### src/rtl/booth_seq_divider.sv
`default_nettype none
// ============================================================================
//  Module   : booth_seq_divider
//  Purpose  : Sequential signed divider, companion to the combinational Booth
//             multiplier. Divides a 2W-bit signed dividend by a W-bit signed
//             divisor with a restoring algorithm on magnitudes, one quotient
//             bit per clock, and returns a W-bit signed quotient (truncated
//             toward zero) and a W-bit signed remainder (sign of dividend).
//  Ports    : clk          - clock, rising edge
//             rst          - synchronous active-high reset
//             start        - request a division (sampled only in IDLE)
//             dividend     - 2W-bit signed dividend
//             divisor      - W-bit signed divisor
//             busy         - division in progress
//             done         - one-cycle completion pulse
//             quotient     - W-bit signed quotient
//             remainder    - W-bit signed remainder
//             overflow     - true quotient does not fit in W signed bits
//             div_by_zero  - divisor was zero
//  Options  : BOOTH_DIV_SAT_EN - when defined, an overflowing quotient
//             saturates to the W-bit signed limit of its sign instead of
//             being truncated to the low W bits.
//  Revision : 1.0 - initial release
// ============================================================================
module booth_seq_divider #(
    parameter int WIDTH = 4
) (
    input  logic               clk,
    input  logic               rst,
    input  logic               start,
    input  logic [2*WIDTH-1:0] dividend,
    input  logic [WIDTH-1:0]   divisor,
    output logic               busy,
    output logic               done,
    output logic [WIDTH-1:0]   quotient,
    output logic [WIDTH-1:0]   remainder,
    output logic               overflow,
    output logic               div_by_zero
);

    // ------------------------------------------------------------------
    // Constants
    // ------------------------------------------------------------------
    localparam int                 c_CNT_W      = $clog2(2*WIDTH);
    localparam logic [c_CNT_W-1:0] c_LAST_ITER  = c_CNT_W'(2*WIDTH-1);
    localparam logic [c_CNT_W-1:0] c_CNT_ONE    = c_CNT_W'(1);
    localparam logic [2*WIDTH-1:0] c_ONE_2W     = {{(2*WIDTH-1){1'b0}}, 1'b1};
    localparam logic [WIDTH-1:0]   c_ONE_W      = {{(WIDTH-1){1'b0}}, 1'b1};
    // Largest quotient magnitudes representable in W signed bits.
    localparam logic [2*WIDTH-1:0] c_QNEG_MAX   = c_ONE_2W << (WIDTH-1);
    localparam logic [2*WIDTH-1:0] c_QPOS_MAX   = c_QNEG_MAX - c_ONE_2W;
`ifdef BOOTH_DIV_SAT_EN
    localparam logic [WIDTH-1:0]   c_SAT_POS    = {1'b0, {(WIDTH-1){1'b1}}};
    localparam logic [WIDTH-1:0]   c_SAT_NEG    = {1'b1, {(WIDTH-1){1'b0}}};
`endif

    // ------------------------------------------------------------------
    // State machine
    // ------------------------------------------------------------------
    typedef enum logic [1:0] {
        S_IDLE = 2'd0,
        S_CALC = 2'd1,
        S_FIX  = 2'd2
    } state_t;

    state_t r_state;
    state_t w_state_next;
    logic   w_accept;

    // ------------------------------------------------------------------
    // Datapath registers
    // ------------------------------------------------------------------
    // r_dvd starts as |dividend| and is shifted left one bit per iteration;
    // the freed LSBs collect quotient bits, so after 2W iterations it holds
    // the full 2W-bit quotient magnitude.
    logic [2*WIDTH-1:0] r_dvd;
    logic [WIDTH-1:0]   r_dsr;
    // The partial remainder is always below |divisor| <= 2^(W-1), so W bits
    // of storage suffice; the W+1-bit working value exists only as the
    // shifted trial below.
    logic [WIDTH-1:0]   r_rem;
    logic [c_CNT_W-1:0] r_cnt;
    logic               r_sign_q;
    logic               r_sign_r;
    logic               r_dbz;

    logic               r_busy;
    logic               r_done;
    logic [WIDTH-1:0]   r_quotient;
    logic [WIDTH-1:0]   r_remainder;
    logic               r_overflow;
    logic               r_div_by_zero;

    // ------------------------------------------------------------------
    // Combinational helpers
    // ------------------------------------------------------------------
    logic [2*WIDTH-1:0] w_dvd_abs;
    logic [WIDTH-1:0]   w_dsr_abs;
    logic [WIDTH:0]     w_rem_trial;
    logic               w_ge;
    logic [WIDTH-1:0]   w_rem_next;
    logic               w_ovf;
    logic [WIDTH-1:0]   w_q_trunc;
    logic [WIDTH-1:0]   w_q_out;
    logic [WIDTH-1:0]   w_r_out;

    // Two's-complement negation of the most negative value yields the same
    // bit pattern, which read as unsigned is exactly its magnitude.
    assign w_dvd_abs   = dividend[2*WIDTH-1] ? (~dividend + c_ONE_2W) : dividend;
    assign w_dsr_abs   = divisor[WIDTH-1]    ? (~divisor  + c_ONE_W)  : divisor;

    // One restoring step: shift in the next dividend bit, trial-subtract.
    assign w_rem_trial = {r_rem, r_dvd[2*WIDTH-1]};
    assign w_ge        = (w_rem_trial >= {1'b0, r_dsr});
    assign w_rem_next  = w_ge ? WIDTH'(w_rem_trial - {1'b0, r_dsr})
                              : w_rem_trial[WIDTH-1:0];

    // A negative quotient may reach magnitude 2^(W-1); a positive one only
    // 2^(W-1)-1.
    assign w_ovf       = r_sign_q ? (r_dvd > c_QNEG_MAX) : (r_dvd > c_QPOS_MAX);

    // Low W bits of the signed quotient: negation commutes with truncation.
    assign w_q_trunc   = r_sign_q ? (~r_dvd[WIDTH-1:0] + c_ONE_W) : r_dvd[WIDTH-1:0];

`ifdef BOOTH_DIV_SAT_EN
    assign w_q_out     = w_ovf ? (r_sign_q ? c_SAT_NEG : c_SAT_POS) : w_q_trunc;
`else
    assign w_q_out     = w_q_trunc;
`endif

    assign w_r_out     = r_sign_r ? (~r_rem + c_ONE_W) : r_rem;

    // ------------------------------------------------------------------
    // FSM: state register
    // ------------------------------------------------------------------
    always_ff @(posedge clk) begin
        if (rst) begin
            r_state <= S_IDLE;
        end else begin
            r_state <= w_state_next;
        end
    end

    // ------------------------------------------------------------------
    // FSM: next state
    // ------------------------------------------------------------------
    always_comb begin
        w_state_next = r_state;
        w_accept     = 1'b0;
        case (r_state)
            S_IDLE: begin
                if (start) begin
                    w_accept     = 1'b1;
                    // A zero divisor has nothing to iterate on.
                    w_state_next = (divisor == '0) ? S_FIX : S_CALC;
                end
            end
            S_CALC: begin
                if (r_cnt == c_LAST_ITER) begin
                    w_state_next = S_FIX;
                end
            end
            S_FIX: begin
                w_state_next = S_IDLE;
            end
            default: begin
                w_state_next = S_IDLE;
            end
        endcase
    end

    // ------------------------------------------------------------------
    // Datapath and registered outputs
    // ------------------------------------------------------------------
    always_ff @(posedge clk) begin
        if (rst) begin
            r_dvd         <= '0;
            r_dsr         <= '0;
            r_rem         <= '0;
            r_cnt         <= '0;
            r_sign_q      <= 1'b0;
            r_sign_r      <= 1'b0;
            r_dbz         <= 1'b0;
            r_busy        <= 1'b0;
            r_done        <= 1'b0;
            r_quotient    <= '0;
            r_remainder   <= '0;
            r_overflow    <= 1'b0;
            r_div_by_zero <= 1'b0;
        end else begin
            // busy covers every cycle the FSM spends outside IDLE.
            r_busy <= (w_state_next != S_IDLE);
            r_done <= 1'b0;
            case (r_state)
                S_IDLE: begin
                    if (w_accept) begin
                        r_sign_q <= dividend[2*WIDTH-1] ^ divisor[WIDTH-1];
                        r_sign_r <= dividend[2*WIDTH-1];
                        r_dvd    <= w_dvd_abs;
                        r_dsr    <= w_dsr_abs;
                        r_rem    <= '0;
                        r_cnt    <= '0;
                        r_dbz    <= (divisor == '0);
                    end
                end
                S_CALC: begin
                    r_rem <= w_rem_next;
                    r_dvd <= {r_dvd[2*WIDTH-2:0], w_ge};
                    r_cnt <= r_cnt + c_CNT_ONE;
                end
                S_FIX: begin
                    r_done <= 1'b1;
                    if (r_dbz) begin
                        r_quotient    <= '0;
                        r_remainder   <= '0;
                        r_overflow    <= 1'b0;
                        r_div_by_zero <= 1'b1;
                    end else begin
                        r_quotient    <= w_q_out;
                        r_remainder   <= w_r_out;
                        r_overflow    <= w_ovf;
                        r_div_by_zero <= 1'b0;
                    end
                end
                default: begin
                end
            endcase
        end
    end

    assign busy        = r_busy;
    assign done        = r_done;
    assign quotient    = r_quotient;
    assign remainder   = r_remainder;
    assign overflow    = r_overflow;
    assign div_by_zero = r_div_by_zero;

endmodule
`default_nettype wire

### config.mk
export PLATFORM = sky130hd
export DESIGN_NAME = booth_seq_divider
export DESIGN_NICKNAME = d
export VERILOG_FILES = /design/src/rtl/booth_seq_divider.sv
export SDC_FILE = /design/constraint.sdc
export NUM_CORES = 1
export LEC_CHECK = 0
export CORE_MARGIN = 4
export CORE_UTILIZATION = 40
export CTS_CLUSTER_SIZE = 28
export DETAILED_ROUTE_END_ITERATION = 16
export PLACE_DENSITY = 0.62
export SLEW_MARGIN = 10
export SYNTH_ARGS = -nofsm -noshare
export SYNTH_HDL_FRONTEND = slang
export SYNTH_SLANG_ARGS = --single-unit
### constraint.sdc
create_clock -name clk -period 1.75 [get_ports clk]
set_input_delay 0.175 -clock clk [delete_from_list [all_inputs] [get_ports clk]]
set_output_delay 0.175 -clock clk [all_outputs]
set_load 0.005 [all_outputs]
==> results of run 1 <==
flip-flops by register name (all words and copies together), names as in the netlist:
register,flops
r_sign_r,1
overflow,1
div_by_zero,1
r_rem,4
r_dvd,8
remainder,4
r_cnt,3
busy,1
r_sign_q,1
r_dsr,4
done,1
quotient,4
r_dbz,1
r_state,2
cell type report:
| cell class | instances | area [um^2] |
|---|---|---|
| clock inverters | 2 | 35.0 |
| fillers | 432 | 2000 |
| flip-flops and latches | 36 | 721 |
| inverters | 15 | 56.3 |
| repair buffers | 51 | 448 |
| multi-input cells | 153 | 1100 |
| well taps | 52 | 65.1 |
| clock buffers | 6 | 72.6 |
Yosys cell counts (2+ instances only):
cell type / count
sky130_fd_sc_hd__clkbuf_1: 3
sky130_fd_sc_hd__a22oi_1: 10
sky130_fd_sc_hd__xor2_1: 4
sky130_fd_sc_hd__buf_6: 2
sky130_fd_sc_hd__xnor2_1: 7
sky130_fd_sc_hd__nand3_1: 2
sky130_fd_sc_hd__buf_2: 5
sky130_fd_sc_hd__nor3_1: 7
sky130_fd_sc_hd__nand2b_1: 7
sky130_fd_sc_hd__dfxtp_1: 36
sky130_fd_sc_hd__a32o_1: 2
sky130_fd_sc_hd__o31ai_1: 3
sky130_fd_sc_hd__a21oi_1: 10
sky130_fd_sc_hd__inv_1: 14
sky130_fd_sc_hd__nor2b_1: 3
sky130_fd_sc_hd__a211oi_1: 5
sky130_fd_sc_hd__o21ai_0: 9
sky130_fd_sc_hd__buf_4: 2
sky130_fd_sc_hd__nand2_1: 9
sky130_fd_sc_hd__nand4_1: 2
sky130_fd_sc_hd__nor2_1: 25
sky130_fd_sc_hd__nand3b_1: 2
sky130_fd_sc_hd__mux2i_1: 6
sky130_fd_sc_hd__a222oi_1: 3
sky130_fd_sc_hd__ha_1: 10
sky130_fd_sc_hd__or3_1: 5
repair_timing:
item,in CTS,in global routing
resized for setup,2,2
setup buffers,0,1
pin swaps,1,3
setup endpoints to repair,2,2
power by group through the flow:
stage          logic, uW  clock network, uW  registers (uW)
2_1_floorplan        288                  0             913
3_3_place_gp         441                  0             918
3_5_place_dp         447                  0             919
4_1_cts              466                738             901
5_1_grt              545                777             909
6_report             485                724             902
per-stage QoR:
stage               total power (uW)  worst slack, ns  setup TNS (ns)  area, um^2
floorplan                       1200           0.0765               0        1920
finish                          2110           0.0722               0        2500
CTS                             2110           0.0401               0        2470
global route                    2230          0.00620               0        2500
detailed placement              1370          -0.0648          -0.146        2340
global placement                1360          -0.0279         -0.0418        2340
kinds of logic (layout without fill, tap and decap cells):
family	Yosys count	after routing	share of synthesized area (%)
compound gates	53	53	19.5
fa+ha+maj	11	11	7.58
simple gates	72	72	20.1
buf+inv	28	74	6.99
flops	36	36	37.6
xor+xnor	11	11	5.03
mux	6	6	3.14
how the worst min path moves through the flow:
stage	start	to	slack, ns	cells past startpoint
after CTS	remainder[3]	remainder[3]	0.45	2
after global placement	remainder[3]	remainder[3]	0.44	2
after detailed placement	remainder[3]	remainder[3]	0.44	2
after global routing	remainder[3]	remainder[3]	0.47	2
after floorplan	divisor[0]	r_dsr[0]	0.32	2
final	remainder[3]	remainder[3]	0.45	2
routing by layer:
metal	GRT usage [%]	wire length (um)
met5	0	0
met1	18.7	2010
met2	23.5	1870
met4	5.34	25
met3	4.22	176
worst max-delay path, delay by kind of cell (launching register included):
| kind | cells | cell delay, ns |
|---|---|---|
| AOI/OAI and AO/OA | 3 | 0.56 |
| adders and majority gates | 1 | 0.26 |
| buffers and inverters | 1 | 0.07 |
| DFF | 1 | 0.34 |
| and+or+nand+nor | 1 | 0.33 |
==> results.sh, run 1 <==
export IMPL_outcome="completed"
export IMPL_grt_use_total_pct=14.7
export IMPL_synthesis_area_per_instance_um2=8.83
export IMPL_switching_part_of_the_total_power_pct=27.3
export IMPL_crit_end="r_rem[0]"
export IMPL_critical_path_class="reg -> reg"
export IMPL_comb_power_share_pct=23.0
export IMPL_cts_tree="built"
export IMPL_syn_inst=217
export IMPL_ys_types=50
export IMPL_fin_util_pct=55.5
export IMPL_dr_pass1_iters=5
export IMPL_worst_r2r_setup_slack_ns=0.07
export IMPL_antenna_violations_before_repair=0
export IMPL_net_switching_power_uw=576
export IMPL_clock_skew_final_ns=0.00371
export IMPL_fin_crit_ns=1.68
export IMPL_dpl_hpwl_mm=3.04
export IMPL_intPower_uw=1540
export IMPL_power_leakage_uw=0.000976
export IMPL_synth_net_count=243
export IMPL_final_count_of_pins_violating_max_slew=0
export IMPL_path_cells="inv_1 > ha_4 > a21oi_4 > a31oi_4 > or3_1 > a32o_1"
export IMPL_grt_setup_unrepaired="no"
export IMPL_finalWirelength_mm=4.09
export IMPL_timing_worst_slew_pin_value_ns=0.452
export IMPL_r2r_end="r_rem[0]"
export IMPL_route_detailed_wl_per_inst_um=13.0
export IMPL_path_max_fanout=7
export IMPL_critical_path_slowest_cell="sky130_fd_sc_hd__dfxtp_1"
export IMPL_nets=288
export IMPL_max_stage_delay_ns=0.34
export IMPL_peakVddDrop_v=0.000319
export IMPL_grt_start_max_net_pins=36
export IMPL_timing_fmax_mhz=596
export IMPL_clkSinkCount=36
export IMPL_worstSetupStartpoint="r_dsr[2]"
export IMPL_worst_r2r_path_depth=6
export IMPL_overflow=0
export IMPL_timing_critical_path_from_type="flop"
export IMPL_antenna_violating_nets_post_route=0
export IMPL_worstSetupEndpointType="flop"
export IMPL_start_util_pct=42.5
export IMPL_setup_viol=0
export IMPL_holdBufCountCts=0
export IMPL_cts_reportedPaths_clkPinSlew_ns=0.07
export IMPL_gp_routability_congestion=0.755
export IMPL_max_slew_margin_rel_pct=69.8
export IMPL_cts_inserted_buffers=5
export IMPL_seq_power_share_pct=42.7
export IMPL_number_of_enable_type_register_cells_in_the_synthesized_netlist=0
export IMPL_instances_no_fill=315
export IMPL_number_of_port_buffers=26
export IMPL_maxCapViolations=0
export IMPL_power_density_cell_area_nw_per_um2=844
export IMPL_synth_main_ff_cell="sky130_fd_sc_hd__dfxtp_1"
export IMPL_synth_top_cell_by_area="sky130_fd_sc_hd__dfxtp_1"
export IMPL_die_area_um2=5960
export IMPL_cts_htree_levels=2
export IMPL_antenna_cells_inserted=0
export IMPL_share_of_the_cycle_needed_by_the_critical_path_after_routing_pct=95.9
export IMPL_grt_pass1_vias=1544
export IMPL_power_share_clock_pct=34.3
export IMPL_drt_drc_violations_left=0
export IMPL_synth_top_cell_area_share_pct=37.6
export IMPL_synth_warning_count=0
export IMPL_synth_sequential_area_ratio_pct=37.6
export IMPL_crit_arrival_ns=1.86
export IMPL_area_growth_synth_to_final_pct=30.5
export IMPL_top_level_ports=27
export IMPL_core_region_area_um2=4500
export IMPL_min_delay_path_class="reg -> reg"
export IMPL_required_ns=1.93
export IMPL_dr_total_vias=1672
export IMPL_yosys_register_bits=36
export IMPL_mostFrequentLayoutCells="sky130_fd_sc_hd__dfxtp_1 (36), sky130_fd_sc_hd__clkdlybuf4s50_1 (26), sky130_fd_sc_hd__nor2_1 (25), sky130_fd_sc_hd__buf_4 (25), sky130_fd_sc_hd__inv_1 (14)"
export IMPL_clkLatencyLatePin_ns=0.29
export IMPL_floorplan_rows=24
export IMPL_grt_first_pass_wirelength_mm=7.10
export IMPL_first_iter_violations=98
export IMPL_synth_async_sr_flop_share_pct=0
export IMPL_most_frequent_standard_cell_in_the_layout_excluding_fill_and_tap_cells="sky130_fd_sc_hd__dfxtp_1"
export IMPL_holdWs_ns=0.451
export IMPL_post_synth_main_area_contributors="sky130_fd_sc_hd__dfxtp_1 (38%), sky130_fd_sc_hd__ha_1 (6.5%), sky130_fd_sc_hd__nor2_1 (4.9%), sky130_fd_sc_hd__a22oi_1 (3.9%), sky130_fd_sc_hd__xnor2_1 (3.2%)"
export IMPL_routed_via_density=5.31
export IMPL_die_x_um=77.2
export IMPL_drive_gt1_share_pct=15.6
export IMPL_clockRootBuffer="sky130_fd_sc_hd__clkbuf_8"
export IMPL_placed_cells=306
export IMPL_post_synth_instance_area_um2=1920
export IMPL_finalHoldViolCount=0
export IMPL_die_h_um=77.2
export IMPL_cts_max_path_buffers=2
export IMPL_r2r_start="r_dsr[2]"
Power figures use the tool's default switching activity.
==> run 2: changes to the inputs <==
Settings changed: PLACE_DENSITY 0.62 to 0.6, TNS_END_PERCENT set to 1.
Clock period 1.75 ns to 1.95 ns, I/O delays scaled along.
==> results.sh, run 2 (synthesis gave the netlist of run 1 again) <==
export IMPL_power_density_cell_area_nw_per_um2=729
export IMPL_crit_arrival_ns=1.97
export IMPL_core_region_area_um2=4500
export IMPL_r2r_end="r_rem[0]"
export IMPL_post_place_setup_slack_ns=0.102
export IMPL_clock_skew_final_ns=0.00151
export IMPL_final_cell_area_um2=2340
export IMPL_drt_drc_violations_left=0
export IMPL_drive_gt1_share_pct=10.0
export IMPL_gp_routability_congestion=0.783
export IMPL_clockRootBuffer="sky130_fd_sc_hd__clkbuf_8"
export IMPL_cts_inserted_buffers=5
export IMPL_antenna_cells_inserted=0
export IMPL_peakVddDrop_v=0.000253
export IMPL_clkLatencyLatePin_ns=0.29
export IMPL_grt_pass1_vias=1542
export IMPL_largest_register="r_dvd"
export IMPL_post_cts_repair_setup_buffers=0
export IMPL_critical_path_slowest_cell="sky130_fd_sc_hd__ha_1"
export IMPL_postPlaceCellArea_um2=2250
export IMPL_top_level_ports=27
export IMPL_worst_r2r_path_depth=6
export IMPL_timing_worst_slew_pin_value_ns=0.425
export IMPL_placed_cells=294
export IMPL_die_h_um=77.2
export IMPL_worstSetupStartpoint="r_dsr[2]"
export IMPL_required_ns=2.13
export IMPL_instances_no_fill=302
export IMPL_cts_repair_resize_count=0
export IMPL_fin_setup_tns_ns=0
export IMPL_routed_via_density=5.28
export IMPL_most_frequent_standard_cell_in_the_layout_excluding_fill_and_tap_cells="sky130_fd_sc_hd__dfxtp_1"
export IMPL_max_slew_margin_rel_pct=71.4
export IMPL_nets=275
export IMPL_dr_total_vias=1596
export IMPL_finalHoldViolCount=0
export IMPL_cts_htree_levels=2
export IMPL_maxCapViolations=0
export IMPL_start_util_pct=42.5
export IMPL_holdPathStages=2
export IMPL_grt_start_max_net_pins=36
export IMPL_finalWirelength_mm=3.94
export IMPL_timing_fmax_mhz=560
export IMPL_fill_cells=446
export IMPL_dpl_hpwl_mm=2.89
export IMPL_setup_viol=0
export IMPL_cts_tree="built"
export IMPL_number_of_port_buffers=26
export IMPL_antenna_violations_before_repair=0
export IMPL_die_x_um=77.2
export IMPL_hp_start="remainder[3]"
export IMPL_floorplan_rows=24
export IMPL_antenna_violating_nets_post_route=0
export IMPL_min_delay_path_class="reg -> reg"
export IMPL_grt_setup_unrepaired="no"
export IMPL_r2r_start="r_dsr[2]"
export IMPL_outcome="completed"
export IMPL_share_of_the_cycle_needed_by_the_critical_path_after_routing_pct=91.6
export IMPL_holdWs_ns=0.463
export IMPL_largest_register_ff_count=8
export IMPL_grt_use_total_pct=14.6
export IMPL_critical_path_class="reg -> reg"
export IMPL_path_cells="inv_1 > ha_1 > a21oi_2 > a31oi_2 > or3_1 > a32o_1"
export IMPL_fin_crit_ns=1.79
export IMPL_timing_critical_path_from_type="flop"
export IMPL_layout_setup_ws_ns=0.164
export IMPL_dr_pass1_iters=4
export IMPL_worst_r2r_setup_slack_ns=0.16
export IMPL_final_count_of_pins_violating_max_slew=0
export IMPL_cts_max_path_buffers=2
export IMPL_holdBufCountCts=0
export IMPL_worstSetupEndpointType="flop"
export IMPL_max_stage_delay_ns=0.35
export IMPL_overflow=0
export IMPL_hold_path_end="remainder[3]"
export IMPL_clkSinkCount=36
export IMPL_grt_first_pass_wirelength_mm=7.06
export IMPL_first_iter_violations=42
export IMPL_power_leakage_uw=0.000901
export IMPL_cts_reportedPaths_clkPinSlew_ns=0.07
export IMPL_route_detailed_wl_per_inst_um=13.1
export IMPL_area_growth_synth_to_final_pct=22.3
export IMPL_die_area_um2=5960
export IMPL_mostFrequentLayoutCells="sky130_fd_sc_hd__dfxtp_1 (36), sky130_fd_sc_hd__clkdlybuf4s50_1 (26), sky130_fd_sc_hd__nor2_1 (25)"
export IMPL_path_max_fanout=8
==> run 2: cell types whose count changed in the layout (fill, tap and decap cells not counted), sizes merged <==
cell / change
buf: -13
clkbuf: +2
bufinv: -1
clkinv: -1
==> run 2: layout make-up <==
type / instances / area, um^2 / area share [%]
multi-input cells: 153 / 1060 / 45.3
well taps: 52 / 65.1 / 2.78
repair buffers: 38 / 350 / 14.9
clock buffers: 8 / 90.1 / 3.84
inverters: 15 / 56.3 / 2.40
flip-flops and latches: 36 / 721 / 30.8
==> run 2: worst max-delay path by stage <==
stage / endpoint / slack, ns / cells past startpoint
global route: r_rem[2] / 0.03 / 6
global placement: r_dvd[5] / 0.14 / 5
floorplan: r_rem[0] / 0.28 / 6
finish: r_rem[0] / 0.16 / 6
CTS: r_rem[2] / 0.16 / 6
detailed placement: r_dvd[4] / 0.10 / 7
==> run 2: report_power, final <==
| part | switching, uW | internal, uW | total, uW |
|---|---|---|---|
| clock | 254 | 288 | 542 |
| combinational | 185 | 172 | 356 |
| sequential | 36.2 | 774 | 810 |
==> run 2: through the flow <==
step / utilization, % / power [uW]
after floorplan: - / 1080
after global placement: 50.0 / 1180
after detailed placement: 50.0 / 1180
after CTS: 52.0 / 1730
after global routing: 52.0 / 1820
final: 52.0 / 1710
==> run 2: critical path, delay by kind of cell, from the launching register on <==
kind | cells | cell delay [ns]
compound gates | 3 | 0.62
fa+ha+maj | 1 | 0.35
buf+inv | 1 | 0.05
flops | 1 | 0.33
simple gates | 1 | 0.33
==> run 2: routing by layer <==
metal  vias up  wire [um]  track usage [%]
met3         6        203             4.22
met2        38       1630             21.4
met4         0         70             6.41
li1        836          -                -
met1       716       2040             19.9
met5         -          0                0
==> run 3: changes to the inputs <==
Settings changed: CORE_ASPECT_RATIO set to 1.4.
==> results.sh, run 3 (synthesis gave the netlist of run 1 again) <==
export IMPL_outcome="completed"
export IMPL_required_ns=2.13
export IMPL_cts_max_path_buffers=2
export IMPL_drive_gt1_share_pct=11.2
export IMPL_mostFrequentLayoutCells="sky130_fd_sc_hd__dfxtp_1 (36), sky130_fd_sc_hd__clkdlybuf4s50_1 (26), sky130_fd_sc_hd__nor2_1 (25)"
export IMPL_die_h_um=89.9
export IMPL_clkSinkCount=36
export IMPL_most_frequent_standard_cell_in_the_layout_excluding_fill_and_tap_cells="sky130_fd_sc_hd__dfxtp_1"
export IMPL_cts_tree="built"
export IMPL_grt_use_total_pct=15.1
export IMPL_clkLatencyLatePin_ns=0.29
export IMPL_final_cell_area_um2=2410
export IMPL_number_of_port_buffers=26
export IMPL_holdBufCountCts=0
export IMPL_power_density_cell_area_nw_per_um2=788
export IMPL_drt_drc_violations_left=0
export IMPL_antenna_violations_before_repair=0
export IMPL_start_util_pct=41.9
export IMPL_area_growth_synth_to_final_pct=25.7
export IMPL_share_of_the_cycle_needed_by_the_critical_path_after_routing_pct=92.1
export IMPL_grt_start_max_net_pins=36
export IMPL_critical_path_class="reg -> reg"
export IMPL_setup_viol=0
export IMPL_die_x_um=66.5
export IMPL_floorplan_rows=29
export IMPL_gp_routability_congestion=0.794
export IMPL_largest_register_ff_count=8
export IMPL_clock_skew_final_ns=0.00518
export IMPL_antenna_cells_inserted=0
export IMPL_worstSetupStartpoint="r_dsr[2]"
export IMPL_clockRootBuffer="sky130_fd_sc_hd__clkbuf_8"
export IMPL_power_leakage_uw=0.000926
export IMPL_largest_register="r_dvd"
export IMPL_fin_crit_ns=1.80
export IMPL_path_max_fanout=8
export IMPL_cts_inserted_buffers=5
export IMPL_r2r_start="r_dsr[2]"
export IMPL_peakVddDrop_v=0.000303
export IMPL_cts_repair_resize_count=0
export IMPL_dr_total_vias=1598
export IMPL_post_cts_repair_setup_buffers=0
export IMPL_timing_fmax_mhz=557
export IMPL_grt_setup_unrepaired="no"
export IMPL_timing_critical_path_from_type="flop"
export IMPL_min_delay_path_class="reg -> reg"
export IMPL_dr_pass1_iters=4
export IMPL_grt_pass1_vias=1508
export IMPL_timing_worst_slew_pin_value_ns=0.460
export IMPL_crit_arrival_ns=1.98
export IMPL_final_count_of_pins_violating_max_slew=0
export IMPL_nets=276
export IMPL_finalWirelength_mm=4.01
export IMPL_dpl_hpwl_mm=3.03
export IMPL_antenna_violating_nets_post_route=0
export IMPL_first_iter_violations=96
export IMPL_top_level_ports=27
export IMPL_core_region_area_um2=4570
export IMPL_cts_reportedPaths_clkPinSlew_ns=0.07
export IMPL_worstSetupEndpointType="flop"
export IMPL_holdWs_ns=0.452
export IMPL_fin_util_pct=52.7
export IMPL_placed_cells=305
export IMPL_max_slew_margin_rel_pct=69.3
export IMPL_route_detailed_wl_per_inst_um=12.8
export IMPL_maxCapViolations=0
export IMPL_instances_no_fill=313
export IMPL_grt_first_pass_wirelength_mm=6.99
export IMPL_overflow=0
export IMPL_die_area_um2=5980
export IMPL_finalHoldViolCount=0
export IMPL_hp_start="remainder[3]"
export IMPL_postPlaceCellArea_um2=2270
export IMPL_cts_htree_levels=2
export IMPL_fin_setup_tns_ns=0
export IMPL_routed_via_density=5.11
run 3: cell types whose count changed in the layout (fill, tap and decap cells not counted), sizes merged:
cell / before / now
buf: 12 / 13
bufinv: 0 / 1
clkbuf: 8 / 7
run 3: final timing paths:
path,endpoint,slack [ns],depth (start not counted)
max reg2reg,r_rem[2],0.15,6
max,r_rem[2],0.15,6
min,remainder[3],0.45,2
min reg2reg,remainder[3],0.45,2
run 3: power by group:
| group | total [uW] | internal [uW] | switching, uW |
|---|---|---|---|
| Clock | 724 | 451 | 272 |
| Combinational | 362 | 174 | 188 |
| Sequential | 812 | 774 | 37.8 |
run 3: layout make-up:
cell class                      instances  area (um^2)
Inverter                               15         56.3
Multi-Input combinational cell        153         1070
Clock buffer                            7         96.3
Sequential cell                        36          721
Timing Repair Buffer                   39          358
Tap cell                               62         77.6
Clock inverter                          1         30.0
Fill cell                             482         2160
run 3: metal layers:
metal	GRT usage, %	vias up	wire length [um]
met5	0	-	0
met4	7.63	0	92
met3	2.99	6	174
met2	24.4	35	2000
met1	18.5	725	1740
li1	-	832	-
run 3: worst max-delay path: stages (launching register included):
cell                      delay, ns
sky130_fd_sc_hd__dfxtp_1       0.33
sky130_fd_sc_hd__inv_1         0.05
sky130_fd_sc_hd__ha_1          0.35
sky130_fd_sc_hd__a21oi_2       0.24
sky130_fd_sc_hd__a31oi_4       0.16
sky130_fd_sc_hd__or3_1         0.32
sky130_fd_sc_hd__a32o_1        0.24
run 3: per-stage QoR:
step	power [uW]	worst slack (ns)
after floorplan	1080	0.276
final	1900	0.155
after detailed placement	1180	0.0930
after CTS	1910	0.133
after global placement	1170	0.116
after global routing	1990	0.0208
